$ cat config.mk
export PLATFORM = sky130hd
export DESIGN_NAME = id_ex_ctrl_stage
export DESIGN_NICKNAME = d
export VERILOG_FILES = /design/src/rtl/id_ex_ctrl_stage_pkg.sv /design/src/rtl/id_ex_ctrl_stage_bubble_seq.sv /design/src/rtl/id_ex_ctrl_stage.sv
export SDC_FILE = /design/constraint.sdc
export NUM_CORES = 1
export LEC_CHECK = 0
export CELL_PAD_IN_SITES_DETAIL_PLACEMENT = 2
export CELL_PAD_IN_SITES_GLOBAL_PLACEMENT = 2
export CORE_AREA = 2 2 77 79
export DETAILED_ROUTE_END_ITERATION = 8
export DIE_AREA = 0 0 79 81
export GPL_ROUTABILITY_DRIVEN = 0
export PLACE_DENSITY = 0.82
export SYNTH_ARGS = -nofsm -noshare
export SYNTH_HDL_FRONTEND = slang
export SYNTH_HIERARCHICAL = 1
export SYNTH_SLANG_ARGS = --single-unit
$ cat constraint.sdc
create_clock -name clk -period 2.2 [get_ports clk]
set_input_delay 0.44 -clock clk [delete_from_list [all_inputs] [get_ports clk]]
set_output_delay 0.44 -clock clk [all_outputs]
set_load 0.05 [all_outputs]
$ cat src/rtl/id_ex_ctrl_stage_pkg.sv
// Shared definitions for the ID/EX control stage: default widths, NOP encoding,
// bubble-sequencer state encoding and control-bundle width.
package id_ex_ctrl_stage_pkg;
  localparam int ALUOP_W_DEF = 5;
  localparam logic [31:0] ALUOP_NOP = '0;

  typedef enum logic {RUN = 1'b0, BUBBLE = 1'b1} bubState_e;

  // Six single-bit controls, the ALU op and the valid bit.
  function automatic int ctrlWidth(int aluopW);
    return 6 + aluopW + 1;
  endfunction
endpackage

$ cat src/rtl/id_ex_ctrl_stage_bubble_seq.sv
// Bubble sequencer: RUN/BUBBLE FSM, remaining-bubble counter, upstream stall
// and a saturating count of every bubble written into the stage register.
module bubble_seq
  import id_ex_ctrl_stage_pkg::*;
#(
  parameter int MAX_BUB = 3,
  parameter int LEN_W   = 2,
  parameter int CNT_W   = 16
) (
  input  logic             clk,
  input  logic             rstn,
  input  logic             hold,
  input  logic             flush,
  input  logic             bubReq,
  input  logic [LEN_W-1:0] bubLen,
  output logic             injBub,
  output logic             upStall,
  output logic             bubActive,
  output logic [CNT_W-1:0] bubCnt
);
  localparam logic [LEN_W-1:0] MAX_L = LEN_W'(MAX_BUB);

  bubState_e        state;
  logic [LEN_W-1:0] remain;
  logic [LEN_W-1:0] reqLen;
  logic             startSeq;
  logic             bubWrite;

  assign reqLen    = (bubLen > MAX_L) ? MAX_L : bubLen;
  assign startSeq  = (state == RUN) && bubReq && (bubLen != '0);
  assign injBub    = startSeq || (state == BUBBLE);
  assign upStall   = injBub && !flush;
  assign bubActive = (state == BUBBLE);
  // A flush writes a bubble even on a held edge; injected bubbles need a free edge.
  assign bubWrite  = flush || (!hold && injBub);

  always_ff @(posedge clk or negedge rstn) begin
    if (!rstn) begin
      state  <= RUN;
      remain <= '0;
    end else if (flush) begin
      state  <= RUN;
      remain <= '0;
    end else if (!hold) begin
      case (state)
        RUN: if (startSeq) begin
          remain <= reqLen - 1'b1;
          state  <= (reqLen > 1) ? BUBBLE : RUN;
        end
        BUBBLE: begin
          remain <= (remain == '0) ? '0 : remain - 1'b1;
          if (remain <= 1) state <= RUN;
        end
        default: state <= RUN;
      endcase
    end
  end

  always_ff @(posedge clk or negedge rstn) begin
    if (!rstn)                         bubCnt <= '0;
    else if (bubWrite && bubCnt != '1) bubCnt <= bubCnt + 1'b1;
  end
endmodule

$ cat src/rtl/id_ex_ctrl_stage.sv
// Registered ID/EX control-bundle stage with flush, hold and multi-cycle
// bubble injection; priority flush > hold > bubble > normal load.
module id_ex_ctrl_stage
  import id_ex_ctrl_stage_pkg::*;
#(
  parameter int ALUOP_W = ALUOP_W_DEF,
  parameter int MAX_BUB = 3,
  parameter int LEN_W   = 2,
  parameter int CNT_W   = 16
) (
  input  logic               clk,
  input  logic               rstn,
  input  logic               in_regwrite,
  input  logic               in_memtoreg,
  input  logic               in_memwrite,
  input  logic               in_memread,
  input  logic               in_branch,
  input  logic               in_alusrc,
  input  logic [ALUOP_W-1:0] in_aluop,
  input  logic               in_valid,
  input  logic               hold_i,
  input  logic               flush_i,
  input  logic               bub_req_i,
  input  logic [LEN_W-1:0]   bub_len_i,
  output logic               out_regwrite,
  output logic               out_memtoreg,
  output logic               out_memwrite,
  output logic               out_memread,
  output logic               out_branch,
  output logic               out_alusrc,
  output logic [ALUOP_W-1:0] out_aluop,
  output logic               out_valid,
  output logic               up_stall_o,
  output logic               bub_active_o,
  output logic [CNT_W-1:0]   bub_cnt_o
);
  localparam int CTRL_W = ctrlWidth(ALUOP_W);
  localparam logic [CTRL_W-1:0] BUB_BUNDLE = {6'b0, ALUOP_NOP[ALUOP_W-1:0], 1'b0};

  logic [CTRL_W-1:0] inBundle, stageReg;
  logic              injBub;

  assign inBundle = {in_regwrite, in_memtoreg, in_memwrite, in_memread,
                     in_branch, in_alusrc, in_aluop, in_valid};

  bubble_seq #(.MAX_BUB(MAX_BUB), .LEN_W(LEN_W), .CNT_W(CNT_W)) uSeq (
    .clk       (clk),
    .rstn      (rstn),
    .hold      (hold_i),
    .flush     (flush_i),
    .bubReq    (bub_req_i),
    .bubLen    (bub_len_i),
    .injBub    (injBub),
    .upStall   (up_stall_o),
    .bubActive (bub_active_o),
    .bubCnt    (bub_cnt_o)
  );

  always_ff @(posedge clk or negedge rstn) begin
    if (!rstn)        stageReg <= '0;
    else if (flush_i) stageReg <= BUB_BUNDLE;
    else if (hold_i)  stageReg <= stageReg;
    else if (injBub)  stageReg <= BUB_BUNDLE;
    else              stageReg <= inBundle;
  end

  assign {out_regwrite, out_memtoreg, out_memwrite, out_memread,
          out_branch, out_alusrc, out_aluop, out_valid} = stageReg;
endmodule

==> summary.txt <==
Drt
  • DR vias/cell: 4.84
  • Final ANT Viol Nets: 0
  • Residual DRC count: 0
  • Initial drt markers: 39
  • Final Routed Wirelength: 4540 um
  • Pre-antenna DRT Iters: 4
  • DR vias: 1332
  • Post-DR wirelength/cell: 16.5 um

Placed design
  • Dpl hpwl: 3360 um
  • Worst Setup Slack post-DPL: -288 ps
  • Placed Cells: 267
  • Port Buffer Count: 48

STA
  • Final WS setup: 96.5 ps
  • Finish-stage setup viols: 0
  • RSZ-0062 raised after global routing: true
  • Minimum hold slack: 496 ps
  • Worst Skew: 6.55 ps
  • Final Hold Violating Endpoints: 0
  • Tmin final: 2100 ps
  • Slew headroom: 64.7%
  • Final Slew Violations: 0
  • Max frequency: 475 MHz
  • Final period util: 95.6%
  • Setup TNS: 0 ps
  • Worst-Margin Slew: 528 ps

Cells and area
  • Diodes inserted: 0
  • Area Growth Syn to Fin: 55.3%
  • Share of cells above drive strength 1: 26.0%
  • Final Net Count: 221
  • Non-filler instance count after layout: 275
  • Fill cells: 608

Synthesis
  • Yosys reg bits: 31
  • Unique cell type count in the Yosys netlist: 39
  • Synth Cell Area: 0.00156 mm^2
  • Avg Synthesized Cell Area: 12.0 um^2
  • Warnings, synthesis: 6
  • Top cells by area, synth: dfrtp_1 (50%), a32o_2 (7.9%), mux2_1 (3.6%)
  • Syn_nets: 152
  • Seq/Total Area, Yosys: 49.7%
  • Most area-hungry cell type in the Yosys netlist: dfrtp_1
  • Top cell type's share of synthesized area: 49.7%
  • Cell count after synthesis: 130

Worst setup path
  • R2r startpoint: uSeq/bubCnt[0]
  • Critical Path End: uSeq/bubCnt[14]
  • Worst setup path start: bub_len_i[0]
  • Crit path kind: in -> reg
  • Worst Setup Start Kind: input pin
  • Reg2reg path depth: 6
  • Crit. End Element: flop
  • R2R setup slack: 370 ps
  • FF-to-FF End: uSeq/bubCnt[1]
  • Worst EP arrival: 2260 ps
  • Largest fanout on the critical path: 4
  • Req. time, crit path: 2360 ps

Global route
  • Via count of the first global-routing pass: 1511
  • Total track usage: 15.7%
  • Initial antenna violation count: 0
  • Global route total overflow: 0
  • Largest net degree at the start of global routing: 32
  • First-pass GRT wire length: 7690 um

CTS
  • Worst-path clk slew: 60 ps
  • CTS sink cnt: 31
  • CTS H-tree depth: 2
  • CTS Hold Bufs: 0
  • CTS tree: built
  • Clk_lat worst skew: 280 ps
  • Clk root buf: clkbuf_8
  • Clock Path Buffers: 2
  • Cts bufs inserted: 5

Pwr
  • IR drop worst, VDD: 406 uV
  • PD cells: 904 mW/mm^2
  • Leak: 1.10 nW
  • Pwr Total: 2.19 mW

Floorplanning
  • Die Area: 0.00640 mm^2
  • Row Count: 28
  • # IOs: 49
  • Initial core utilization: 27.5%
  • Die X: 79 um
  • Die height: 81 um
  • Core ar.: 0.00568 mm^2

Run status
  • Status: complete, no violations

Hold path
  • Min-delay worst type: reg -> reg

Flow run
  • Max-cap violations: 0
[sequential cells by signal, indices dropped and copies added, names as in the netlist]
register,flops
uSeq/bubActive,1
uSeq/remain,2
uSeq/bubCnt,16
stageReg,12
[per-layer routing]
| metal | wire length (um) | vias up | GRT usage, % | part of all wire [%] |
|---|---|---|---|---|
| met5 | 0 | - | 0 | 0 |
| met4 | 139 | 0 | 7.41 | 3.1 |
| met3 | 149 | 10 | 3.78 | 3.3 |
| met2 | 2420 | 36 | 26.8 | 53 |
| met1 | 1830 | 662 | 18.7 | 40 |
| li1 | - | 624 | - | - |
[cell families after synthesis]
group | count (synthesis) | share of synthesized area (%)
adder cells (fa/ha/maj) | 3 | 2.41
flip-flops | 31 | 49.7
XOR/XNOR | 9 | 5.05
AO/OA/AOI/OAI | 34 | 19.8
multiplexers | 6 | 4.25
AND/OR/NAND/NOR | 34 | 14.6
buffers and inverters | 13 | 4.17
[layout make-up]
class	instances	area [um^2]	area share (%)
flip-flops and latches	31	776	32.0
multi-input cells	86	764	31.6
well taps	75	93.8	3.87
clock buffers	6	82.6	3.41
inverters	10	37.5	1.55
repair buffers	65	633	26.1
clock inverters	2	35.0	1.45
[per-stage QoR]
stage / cell area (um^2) / util [%]
after global routing: 2420 / 42.7
after floorplan: 1560 / -
after global placement: 2260 / 39.8
after CTS: 2380 / 41.9
final: 2420 / 42.7
after detailed placement: 2260 / 39.8
[synth_stat cells]
master / instances
nor2b_2: 2
and4bb_1: 1
a2111oi_2: 2
and3_1: 3
buf_6: 2
or2_1: 1
a21oi_1: 5
mux2_1: 5
a21oi_2: 1
nor2_1: 4
nor3b_2: 1
a211oi_1: 6
xor2_1: 6
inv_1: 9
nor3_2: 1
dfrtp_1: 31
a2111oi_0: 1
nor4_1: 1
nand2b_1: 3
nand3_1: 3
o21ai_0: 3
a32o_1: 2
a32o_2: 11
ha_1: 3
nor4_4: 1
nor3_1: 1
and4b_1: 1
o311ai_2: 1
mux2i_1: 1
or4_1: 1
a22o_1: 1
or3_1: 1
xnor2_1: 3
nand4_2: 1
nor2_2: 1
o31ai_1: 1
buf_2: 1
inv_2: 1
nand2_1: 7
[placed cells by master, fill, tap and decap left out, types with 2 or more instances in the layout]
master,Yosys,layout
a211oi_1,6,6
a21oi_1,5,4
a32o_1,2,2
a32o_2,11,11
and3_1,3,3
buf_12,0,2
buf_4,0,16
clkbuf_8,0,6
clkdlybuf4s50_1,0,46
dfrtp_1,31,31
ha_1,3,2
inv_1,9,9
mux2_1,5,5
nand2_1,7,7
nand2b_1,3,3
nand3_1,3,3
nor2_1,4,3
nor2_2,1,2
nor2b_2,2,2
o21ai_0,3,3
xnor2_1,3,3
xor2_1,6,6
[how the worst min path moves through the flow]
stage | startpoint | endpoint | depth (start not counted)
floorplan | rstn | stageReg[0] | 0
global placement | stageReg[11] | stageReg[11] | 1
detailed placement | stageReg[2] | stageReg[2] | 1
CTS | stageReg[2] | stageReg[2] | 1
global route | stageReg[2] | stageReg[2] | 1
finish | uSeq/remain[0] | uSeq/remain[0] | 1
[timing repair]
action	in CTS	in global routing
pin swaps	0	0
gates cloned	0	0
endpoints found under the setup margin	1	9
resized for setup	1	7
setup buffers	0	0
[power by group]
| part | internal (mW) | leakage, nW | switching, mW |
|---|---|---|---|
| Sequential | 0.659 | 0.398 | 0.112 |
| Clock | 0.366 | 0.0612 | 0.213 |
| Combinational | 0.313 | 0.639 | 0.526 |
| Total | 1.34 | 1.10 | 0.851 |
[worst max-delay path: stages]
cell and delay [ps]:
clkdlybuf4s50_1 470, inv_1 70, ha_4 170, nor3b_4 270, buf_4 160, nor3_2 50
and4bb_1 280, mux2_1 340
No activity file was read; power rests on OpenSTA's default activity.
